### config.mk
export PLATFORM = sky130hd
export DESIGN_NAME = vm_virq_arbiter
export DESIGN_NICKNAME = d
export VERILOG_FILES = /design/src/rtl/vm_irq_pkg.sv /design/src/rtl/vm_prio_enc.sv /design/src/rtl/vm_virq_arbiter.sv
export SDC_FILE = /design/constraint.sdc
export NUM_CORES = 1
export LEC_CHECK = 0
export CAP_MARGIN = 20
export CORE_UTILIZATION = 43
export CTS_CLUSTER_SIZE = 10
export DETAILED_ROUTE_END_ITERATION = 10
export GPL_ROUTABILITY_DRIVEN = 1
export PLACE_DENSITY = 0.84
export SKIP_LAST_GASP = 1
export SLEW_MARGIN = 20
export SYNTH_ARGS = -nofsm -noshare
export SYNTH_HDL_FRONTEND = slang
export SYNTH_SLANG_ARGS = --single-unit
### constraint.sdc
create_clock -name pin_vm_clk_p -period 4.5 [get_ports pin_vm_clk_p]
set_clock_uncertainty 0.2 [all_clocks]
set_input_delay 0.9 -clock pin_vm_clk_p [delete_from_list [all_inputs] [get_ports pin_vm_clk_p]]
set_output_delay 0.9 -clock pin_vm_clk_p [all_outputs]
set_load 0.02 [all_outputs]
### src/rtl/vm_irq_pkg.sv
// Shared types and constants for the vectored interrupt arbiter.
// Default vectors match the peripheral-processor map.
package vm_irq_pkg;

  typedef enum logic [1:0] {
    IDLE  = 2'd0,
    GRANT = 2'd1,
    PASS  = 2'd2
  } vm_state_e;

  localparam int VEC_W = 16;

  localparam logic [VEC_W-1:0] VEC_TIMER = 16'o304;
  localparam logic [VEC_W-1:0] VEC_KBD   = 16'o300;
  localparam logic [VEC_W-1:0] VEC_SER   = 16'o310;
  localparam logic [VEC_W-1:0] VEC_SND   = 16'o314;

endpackage

### src/rtl/vm_prio_enc.sv
// Fixed-priority encoder, bit 0 wins.
// Gives one-hot grant, binary index and an any flag.
module vm_prio_enc #(
  parameter int NREQ = 4,
  parameter int IW   = (NREQ > 1) ? $clog2(NREQ) : 1
) (
  input  logic [NREQ-1:0] req,
  output logic [NREQ-1:0] grant,
  output logic [IW-1:0]   idx,
  output logic            any
);

  // Scan from the top so the lowest set bit is the last to win.
  always_comb begin
    grant = '0;
    idx   = '0;
    any   = 1'b0;
    for (int i = NREQ - 1; i >= 0; i--) begin
      if (req[i]) begin
        grant    = '0;
        grant[i] = 1'b1;
        idx      = IW'(i);
        any      = 1'b1;
      end
    end
  end

endmodule

### src/rtl/vm_virq_arbiter.sv
// Vectored interrupt arbiter with arm latches.
// Unclaimed acknowledge cycles go down the daisy chain.
module vm_virq_arbiter
  import vm_irq_pkg::*;
#(
  parameter int NREQ = 4,
  parameter logic [16*NREQ-1:0] VECTORS =
    {VEC_SND, VEC_SER, VEC_KBD, VEC_TIMER}
) (
  input  logic              pin_vm_clk_p,
  input  logic              pin_vm_rst_n_i,
  input  logic [NREQ-1:0]   req_i,
  input  logic [NREQ-1:0]   mask_i,
  input  logic [NREQ-1:0]   rearm_i,
  output logic [NREQ-1:0]   served_o,
  output logic              pin_vm_virq_o,
  input  logic              pin_wbi_stb_i,
  output logic              pin_wbi_ack_o,
  output logic [VEC_W-1:0]  pin_wbi_dat_o,
  output logic              pin_wbi_stb_o,
  input  logic              pin_wbi_ack_i,
  input  logic [VEC_W-1:0]  pin_wbi_dat_i
);

  localparam int IW = (NREQ > 1) ? $clog2(NREQ) : 1;

  vm_state_e        state_q;
  vm_state_e        state_d;
  logic [NREQ-1:0]  armed_q;
  logic             stb_old_q;
  logic             ack_q;
  logic             ack_d;
  logic [VEC_W-1:0] dat_q;
  logic [VEC_W-1:0] dat_d;
  logic             stb_q;
  logic             stb_d;
  logic [NREQ-1:0]  served_q;
  logic [NREQ-1:0]  served_d;
  logic [NREQ-1:0]  clr_d;

  logic [NREQ-1:0]  pending;
  logic [NREQ-1:0]  grant;
  logic [IW-1:0]    idx;
  logic             any;
  logic             rise;
  logic [VEC_W-1:0] vec_sel;

  assign pending       = req_i & mask_i & armed_q;
  assign rise          = pin_wbi_stb_i & ~stb_old_q;
  assign pin_vm_virq_o = |pending;

  assign pin_wbi_ack_o = ack_q;
  assign pin_wbi_dat_o = dat_q;
  assign pin_wbi_stb_o = stb_q;
  assign served_o      = served_q;

  vm_prio_enc #(
    .NREQ (NREQ),
    .IW   (IW)
  ) u_enc (
    .req   (pending),
    .grant (grant),
    .idx   (idx),
    .any   (any)
  );

  // Vector lookup for the winning source.
  always_comb begin
    vec_sel = '0;
    for (int i = 0; i < NREQ; i++) begin
      if (idx == IW'(i))
        vec_sel = VECTORS[16*i +: 16];
    end
  end

  // State register.
  always_ff @(posedge pin_vm_clk_p) begin
    if (!pin_vm_rst_n_i)
      state_q <= IDLE;
    else
      state_q <= state_d;
  end

  // Next-state logic.
  always_comb begin
    state_d = state_q;
    unique case (state_q)
      IDLE: begin
        if (rise)
          state_d = any ? GRANT : PASS;
      end
      GRANT: begin
        if (!pin_wbi_stb_i)
          state_d = IDLE;
      end
      PASS: begin
        if (!pin_wbi_stb_i)
          state_d = IDLE;
      end
      default: state_d = IDLE;
    endcase
  end

  // Next values of the registered bus outputs.
  always_comb begin
    ack_d    = 1'b0;
    dat_d    = '0;
    stb_d    = 1'b0;
    served_d = '0;
    clr_d    = '0;
    unique case (state_q)
      IDLE: begin
        if (rise && any) begin
          ack_d    = 1'b1;
          dat_d    = vec_sel;
          served_d = grant;
          clr_d    = grant;
        end else if (rise) begin
          stb_d = 1'b1;
        end
      end
      GRANT: begin
        if (pin_wbi_stb_i) begin
          ack_d = ack_q;
          dat_d = dat_q;
        end
      end
      PASS: begin
        if (pin_wbi_stb_i) begin
          stb_d = 1'b1;
          ack_d = pin_wbi_ack_i;
          dat_d = pin_wbi_ack_i ? pin_wbi_dat_i : '0;
        end
      end
      default: ;
    endcase
  end

  // Output, edge-detect and arm-latch registers; grant clear beats rearm.
  always_ff @(posedge pin_vm_clk_p) begin
    if (!pin_vm_rst_n_i) begin
      ack_q     <= 1'b0;
      dat_q     <= '0;
      stb_q     <= 1'b0;
      served_q  <= '0;
      stb_old_q <= 1'b1;
      armed_q   <= '1;
    end else begin
      ack_q     <= ack_d;
      dat_q     <= dat_d;
      stb_q     <= stb_d;
      served_q  <= served_d;
      stb_old_q <= pin_wbi_stb_i;
      armed_q   <= (armed_q | rearm_i) & ~clr_d;
    end
  end

endmodule

==> implementation parameters, run 1 <==
Parameter                              Value

Outcome
  Run status ... finished, final reports clean

Timing
  Tightest hold margin ... 0.311 ns
  Fmax achieved ... 268 MHz
  Crit path time final ... 3.73 ns
  RSZ-0062 raised after global routing ... false
  # setup viols final ... 0
  Measured slew at the worst slew-check pin ... 0.654 ns
  Setup TNS after final layout ... 0 ns
  Max-slew violation count ... 0
  Final hold violation count ... 0
  Part of the cycle the worst path needs ... 0.828
  Slew margin rel. ... 0.562

Global route
  Antenna violations before repair ... 0
  Vias in the first global route ... 1,014
  All-Layer GR Usage ... 0.212
  First-pass GRT wire length ... ~4200 um
  Maximum number of pins on one net before global-route repair ... 22
  Global-route congestion overflow total ... 0

Critical path
  Kind of end point of the critical path ... output pin
  Setup slack, reg-to-reg ... 2.46 ns
  Max stage delay cell, worst path ... sky130_fd_sc_hd__clkdlybuf4s50_1
  FF-to-FF End ... pin_wbi_dat_o[11]
  Largest delay contributor family on the critical path ... buffers and inverters
  Highest net fanout along the worst path ... 5
  Instance count on the critical path ... 5
  Signal arrival time at the worst endpoint ... 2.63 ns
  Crit-path max cell delay ... ~0.55 ns
  Count of buffering cells on the critical path with inverters included ... 3
  Worst reg2reg startpoint ... state_q[1]
  Number of cells on the worst reg-to-reg path ... 6
  Most repeated library cell on the critical path ... sky130_fd_sc_hd__clkdlybuf4s50_1
  Critical path class ... in -> out
  Required time at the worst-slack endpoint ... about 3.4 ns
  Category of the worst setup path launch point ... input port
  Crit path cell chain ... clkdlybuf4s50_1, and3_1, nor4_1, inv_1, clkdlybuf4s50_1

Drt
  Detailed Routing Iterations Pass 1 ... 4
  Total wire length after detailed routing ... roughly 2700 um
  DRC Markers ... 0
  DRT antenna net count ... 0
  Post-detailed-route wirelength per cell ... ~13 um
  Routed vias ... 1,070
  Detailed router's first-iteration violation count ... 29
  Ratio of routed vias to standard cells ... 5.22

Clock tree
  CTS tree ... built
  Clock Tree Root ... sky130_fd_sc_hd__clkbuf_4
  Post-CTS setup-driven buffer insertion count ... 0
  Clock sink total ... 29
  H-Tree Depth ... 2
  Clock latency on the worst-skew pair ... approximately 0.32 ns
  TritonCTS Buffers ... 5
  Clock transition at the registers of the reported paths ... 0.08 ns
  Quantity of hold-fixing buffers added after cts ... 0
  Number of cells upsized or downsized after cts ... 0
  Maximum number of buffers from clock root to sink ... 2

Floorplan
  Die Height ... between 50 and 60 um
  Initial standard-cell utilization of the core ... 0.461
  Top-level I/O count ... between 50 and 60
  Placement row count ... 18
  Die width ... 53.8 um
  Core Footprint ... 2500 sq um
  Total Die Area ... 2890 sq um

Synth
  Post-synth ARST share ... 0
  Top-count cell post-synth ... sky130_fd_sc_hd__dfxtp_1
  Mapped Avg Cell Area ... between 9 and 10 sq um
  Warning count from the yosys run ... 0
  Number of enable-type register cells in the synthesized netlist ... 0
  Yosys reg bits ... 29
  Most used DFF post-synth ... sky130_fd_sc_hd__dfxtp_1
  Gate count after technology mapping ... 119
  Yosys top cell by area ... sky130_fd_sc_hd__dfxtp_1
  Cell Area, Synth ... 1150 sq um
  Most instantiated cells after synthesis ... sky130_fd_sc_hd__dfxtp_1, sky130_fd_sc_hd__a22oi_1, sky130_fd_sc_hd__nor2b_1, sky130_fd_sc_hd__nor2_1, sky130_fd_sc_hd__a21oi_1
  Synthesized net count ... 156
  Post-synthesis sequential area ratio ... 0.503
  Top post-synthesis cells by area ... sky130_fd_sc_hd__dfxtp_1, sky130_fd_sc_hd__a22oi_1, sky130_fd_sc_hd__nor2b_1
  Number of distinct library cell variants in the gate-level netlist after synthesis ... 26
  Area share of the largest cell type after synthesis ... 0.503

Place
  Number of buffers inserted by port buffering ... 54
  Placed instance area ... 1710 sq um
  Final weighted congestion of routability-driven global placement ... 0.746
  Sum of net half-perimeters after detailed placement ... 2030 um

Layout
  Final Core Density ... 0.707
  Area added between synthesis and finish ... 53.1%
  Final net count ... 212
  Number of fill cells in the layout ... 205
  Fraction of final layout cells sized beyond drive strength 1 ... 0.0571
  Diode count ... 0
  Summed area of non-filler cells in the final layout ... 1770 sq um

Worst hold path
  Worst min-delay path class ... reg -> reg
  Hold path endpoint ... served_o[0]
  Hold Startpoint ... armed_q[0]
  Hold Path Cell Cnt ... 2

Power and ir drop
  Power per cell area ... 273 nW/um^2
  Worst vdd rail ir drop ... 0.261 mV
  Total leakage power ... 0.651 nW
  Overall power consumption ... 0.483 mW

Flow run
  Max-capacitance violation count ... 0
## routing by layer
layer  vias to the layer above  routed length (um)  global-route usage
li1                        535                   -                   -
met1                       484                1100               0.209
met2                        48                1390               0.395
met3                         3                 227              0.0932
met4                         0                  32              0.0570
met5                         -                   0                   0
## power breakdown
part / internal [mW] / switching (mW) / leakage [nW]
clock network: 0.0736 / 0.0831 / 0.0314
logic: 0.0386 / 0.0264 / 0.385
registers: 0.260 / 0.00163 / 0.234
## through the flow
| stage | cells | setup WS, ns |
|---|---|---|
| global route | 205 | 0.634 |
| global placement | 198 | 0.800 |
| detailed placement | 198 | 0.802 |
| floorplan | 119 | 1.75 |
| CTS | 205 | 0.783 |
| finish | 205 | 0.772 |
## worst register-to-register path, cell delays in order, from the launching register on
cell	delay, ns
sky130_fd_sc_hd__dfxtp_1	0.35
sky130_fd_sc_hd__inv_1	0.09
sky130_fd_sc_hd__ha_1	0.29
sky130_fd_sc_hd__and3b_1	0.37
sky130_fd_sc_hd__and2_1	0.42
sky130_fd_sc_hd__a22oi_1	0.13
sky130_fd_sc_hd__nor2b_1	0.13
## how the worst max path moves through the flow
stage,from,end
after floorplan,req_i[0],pin_vm_virq_o
after global placement,req_i[0],pin_vm_virq_o
after detailed placement,req_i[0],pin_vm_virq_o
after CTS,req_i[0],pin_vm_virq_o
after global routing,mask_i[0],pin_vm_virq_o
final,req_i[0],pin_vm_virq_o
## sequential cells by signal (all words and copies together) (netlist names)
register / flops
stb_old_q: 1
armed_q: 4
pin_wbi_ack_o: 1
served_o: 4
pin_wbi_stb_o: 1
state_q: 2
pin_wbi_dat_o: 16
## logic make-up (layout without fill, tap and decap cells)
logic type / Yosys count / after routing / synth area share
AND/OR/NAND/NOR: 45 / 45 / 0.229
buffers and inverters: 10 / 66 / 0.0336
AO/OA/AOI/OAI: 30 / 30 / 0.180
flip-flops: 29 / 29 / 0.503
adder cells (fa/ha/maj): 5 / 5 / 0.0542
## placed cells by master (no fill, tap or decap), types with 3 or more instances in the layout
master / synthesis / routed
sky130_fd_sc_hd__nor2_1: 9 / 9
sky130_fd_sc_hd__a22oi_1: 16 / 16
sky130_fd_sc_hd__dfxtp_1: 29 / 29
sky130_fd_sc_hd__clkbuf_4: 0 / 5
sky130_fd_sc_hd__nor2b_1: 12 / 12
sky130_fd_sc_hd__nand2_1: 4 / 4
sky130_fd_sc_hd__ha_1: 5 / 5
sky130_fd_sc_hd__o21ai_0: 3 / 3
sky130_fd_sc_hd__inv_1: 5 / 5
sky130_fd_sc_hd__nand3_1: 4 / 4
sky130_fd_sc_hd__a21oi_1: 6 / 6
sky130_fd_sc_hd__and3_1: 4 / 4
sky130_fd_sc_hd__clkdlybuf4s50_1: 0 / 54
## cell type report
type	instances	area (sq um)	area share
inverters	5	18.8	0.0106
multi-input cells	80	534	0.302
repair buffers	54	541	0.306
well taps	30	37.5	0.0212
clock buffers	7	55.1	0.0312
flip-flops and latches	29	581	0.329
No activity file was read; power rests on OpenSTA's default activity.
==> run 2: changes to the inputs <==
--- a/config.mk
+++ b/config.mk
@@ -6,11 +6,11 @@
 export NUM_CORES = 1
 export LEC_CHECK = 0
 export CAP_MARGIN = 20
-export CORE_UTILIZATION = 43
+export CORE_UTILIZATION = 36
 export CTS_CLUSTER_SIZE = 10
 export DETAILED_ROUTE_END_ITERATION = 10
 export GPL_ROUTABILITY_DRIVEN = 1
-export PLACE_DENSITY = 0.84
+export PLACE_DENSITY = 0.75
 export SKIP_LAST_GASP = 1
 export SLEW_MARGIN = 20
 export SYNTH_ARGS = -nofsm -noshare
==> constraint.sdc (replaced) <==
create_clock -name pin_vm_clk_p -period 3.1 [get_ports pin_vm_clk_p]
set_clock_uncertainty 0.2 [all_clocks]
set_input_delay 0.62 -clock pin_vm_clk_p [delete_from_list [all_inputs] [get_ports pin_vm_clk_p]]
set_output_delay 0.62 -clock pin_vm_clk_p [all_outputs]
set_load 0.02 [all_outputs]
==> run 2 against run 1 <==
Effect of this change: highest routed layer unchanged; hold slack lost 0.0078 ns; first-iteration DRC count up 21%; largest power group unchanged; power up 53%; routed wire length up 4.4%; final cell count up 8.8%; core utilization shrank 11 points; setup slack worse by 0.73 ns.
==> implementation parameters, run 2 (synthesis gave the netlist of run 1 again) <==
Parameter                              Value

Place
  Number of buffers inserted by port buffering ... 54 (unchanged)
  Instance count after placement with tap cells included ... 215 (+8.6%)
  Sum of net half-perimeters after detailed placement ... 2160 um (+6.7%)
  Final weighted congestion of routability-driven global placement ... 0.699 (-6.3%)

Drt
  Detailed router's first-iteration violation count ... 35 (+21%)
  Total wire length after detailed routing ... 2870 um (+4.4%)
  Detailed Routing Iterations Pass 1 ... 4 (unchanged)
  DRT antenna net count ... 0 (unchanged)
  Post-detailed-route wirelength per cell ... 12.9 um (-4.0%)
  DRC Markers ... 0 (unchanged)
  Ratio of routed vias to standard cells ... 4.91 (-5.8%)
  Routed vias ... 1,096 (+2.4%)

Critical path
  Kind of end point of the critical path ... output pin
  Critical path class ... in -> out
  Endpoint of the worst setup timing path ... pin_vm_virq_o
  Highest net fanout along the worst path ... 2 (-3)
  FF-to-FF End ... pin_wbi_dat_o[4]
  Most repeated library cell on the critical path ... sky130_fd_sc_hd__clkdlybuf4s50_1
  Setup slack, reg-to-reg ... 1.09 ns (-1.37 ns)
  Category of the worst setup path launch point ... input port
  Number of cells on the worst reg-to-reg path ... 6 (unchanged)
  Crit path cell chain ... clkdlybuf4s50_1, and3_1, nor4_2, inv_1, clkdlybuf4s50_1
  Worst reg2reg startpoint ... state_q[1]
  Worst setup path startpoint ... req_i[0]
  Required time at the worst-slack endpoint ... 2.28 ns (-1.12 ns)
  Max stage delay cell, worst path ... sky130_fd_sc_hd__clkdlybuf4s50_1
  Signal arrival time at the worst endpoint ... 2.23 ns (-0.40 ns)
  Crit-path max cell delay ... 0.55 ns (about the same)

Timing
  Crit path time final ... 3.05 ns
  Max-slew violation count ... 0 (unchanged)
  Fmax achieved ... 327 MHz
  Slew margin rel. ... 0.719 (+0.157)
  Part of the cycle the worst path needs ... 0.985
  Setup TNS after final layout ... 0 ns (unchanged)
  Final hold violation count ... 0 (unchanged)
  # setup viols final ... 0 (unchanged)
  Measured slew at the worst slew-check pin ... 0.421 ns (-0.233 ns)

Power and ir drop
  Switching power ... 0.170 mW (+53%)
  Switch share ... 0.230 (about the same)
  Part of the total power dissipated in the clock network ... 0.350 (+0.026)
  Worst vdd rail ir drop ... 0.263 mV (+0.72%)
  Total leakage power ... 0.677 nW (+4.0%)
  Internal power of the cells ... 0.568 mW (+53%)
  Logic pwr share ... 0.135 (about the same)
  Overall power consumption ... 0.738 mW (+53%)
  Power per cell area ... 404 nW/um^2 (+48%)
  Reg power frac ... 0.515 (-0.026)

Clock tree
  TritonCTS Buffers ... 5 (unchanged)
  H-Tree Depth ... 2 (unchanged)
  Clock latency on the worst-skew pair ... 0.32 ns (about the same)
  Clock Tree Root ... sky130_fd_sc_hd__clkbuf_4
  CTS tree ... built
  Post-CTS setup-driven buffer insertion count ... 0 (unchanged)
  Clock sink total ... 29 (unchanged)
  Clock transition at the registers of the reported paths ... 0.09 ns (about the same)
  Maximum number of buffers from clock root to sink ... 2 (unchanged)

Layout
  Area added between synthesis and finish ... 58.5%
  Final net count ... 215 (+1.4%)
  Number of fill cells in the layout ... 296 (+44%)
  Fraction of final layout cells sized beyond drive strength 1 ... 0.0894 (+0.0322)
  Largest register FFs ... 16 (unchanged)
  Commonest cells after routing, fill and taps aside ... sky130_fd_sc_hd__clkdlybuf4s50_1, sky130_fd_sc_hd__dfxtp_1, sky130_fd_sc_hd__a22oi_1
  Diode count ... 0 (unchanged)
  Filler-free cell count of the finished design ... 223 (+8.8%)
  Most frequent standard cell in the layout excluding fill and tap cells ... sky130_fd_sc_hd__clkdlybuf4s50_1

Worst hold path
  Worst min-delay path class ... reg -> reg
  Hold Startpoint ... armed_q[0]

Outcome
  Run status ... finished, final reports clean

Floorplan
  Core Footprint ... 3050 sq um (+22%)
  Die Height ... 58.6 um (+8.9%)
  Total Die Area ... 3430 sq um (+19%)
  Initial standard-cell utilization of the core ... 0.378 (-0.0836)
  Die width ... 58.6 um (+8.9%)
  Placement row count ... 20 (+2)
  Top-level I/O count ... 55 (unchanged)

Global route
  First-pass GRT wire length ... 4530 um (+7.4%)
  Global-route congestion overflow total ... 0 (unchanged)
  All-Layer GR Usage ... 0.176 (-0.0354)
  Maximum number of pins on one net before global-route repair ... 21 (-4.5%)
  Vias in the first global route ... 1,044 (+3.0%)
  Antenna violations before repair ... 0 (unchanged)

Flow run
  Max-capacitance violation count ... 0 (unchanged)
[run 2: cell count changes in the layout (fill, tap and decap cells not counted), sizes merged]
| cell | before | now |
|---|---|---|
| buf | 0 | 3 |
| clkinv | 0 | 1 |
[run 2: how the worst min path moves through the flow]
| stage | endpoint | slack, ns | cells after the start |
|---|---|---|---|
| after global placement | served_o[0] | 0.28 | 2 |
| after floorplan | served_o[0] | 0.26 | 2 |
| final | served_o[0] | 0.30 | 2 |
| after CTS | served_o[0] | 0.30 | 2 |
| after global routing | served_o[0] | 0.32 | 2 |
| after detailed placement | served_o[0] | 0.29 | 2 |
[run 2: metal layers]
metal / vias to the layer above / GRT usage / wire length (um)
li1: 541 / - / -
met1: 512 / 0.177 / 1140
met2: 36 / 0.332 / 1520
met3: 7 / 0.0330 / 146
met4: 0 / 0.112 / 63
met5: - / 0 / 0
[run 2: repair_timing]
action                                  4_1_cts  5_1_grt
resized for setup                             0        1
hold buffers                                  0        0
endpoints found under the setup margin        0        1
[run 2: layout make-up]
cell class	instances	area (sq um)	area share
clock buffers	7	65.1	0.0356
clock inverters	1	5.00	0.00274
inverters	5	18.8	0.0103
multi-input cells	80	541	0.296
flip-flops and latches	29	581	0.318
well taps	44	55.1	0.0301
repair buffers	57	563	0.308
[run 2: worst max-delay path, delay by kind of cell]
kind,cells,cell delay (ns)
and+or+nand+nor,2,0.55
buffers and inverters,3,1.05
[run 2: power groups by stage]
stage / Combinational, mW / Clock (mW) / Sequential [mW]
after global routing: 0.108 / 0.281 / 0.380
after detailed placement: 0.0973 / 0 / 0.388
final: 0.0998 / 0.258 / 0.380
after floorplan: 0.0342 / 0 / 0.391
after global placement: 0.0960 / 0 / 0.388
after CTS: 0.0988 / 0.264 / 0.380
[run 2: stage by stage]
| stage | worst slack [ns] | cell area, sq um | util | hold slack (ns) |
|---|---|---|---|---|
| 3_5_place_dp | 0.0491 | 1750 | 0.574 | 0.287 |
| 2_1_floorplan | 0.908 | 1150 | - | 0.261 |
| 4_1_cts | 0.0341 | 1820 | 0.597 | 0.302 |
| 3_3_place_gp | 0.0114 | 1750 | 0.574 | 0.281 |
| 5_1_grt | -0.0317 | 1830 | 0.599 | 0.319 |
| 6_report | 0.0453 | 1830 | 0.599 | 0.304 |
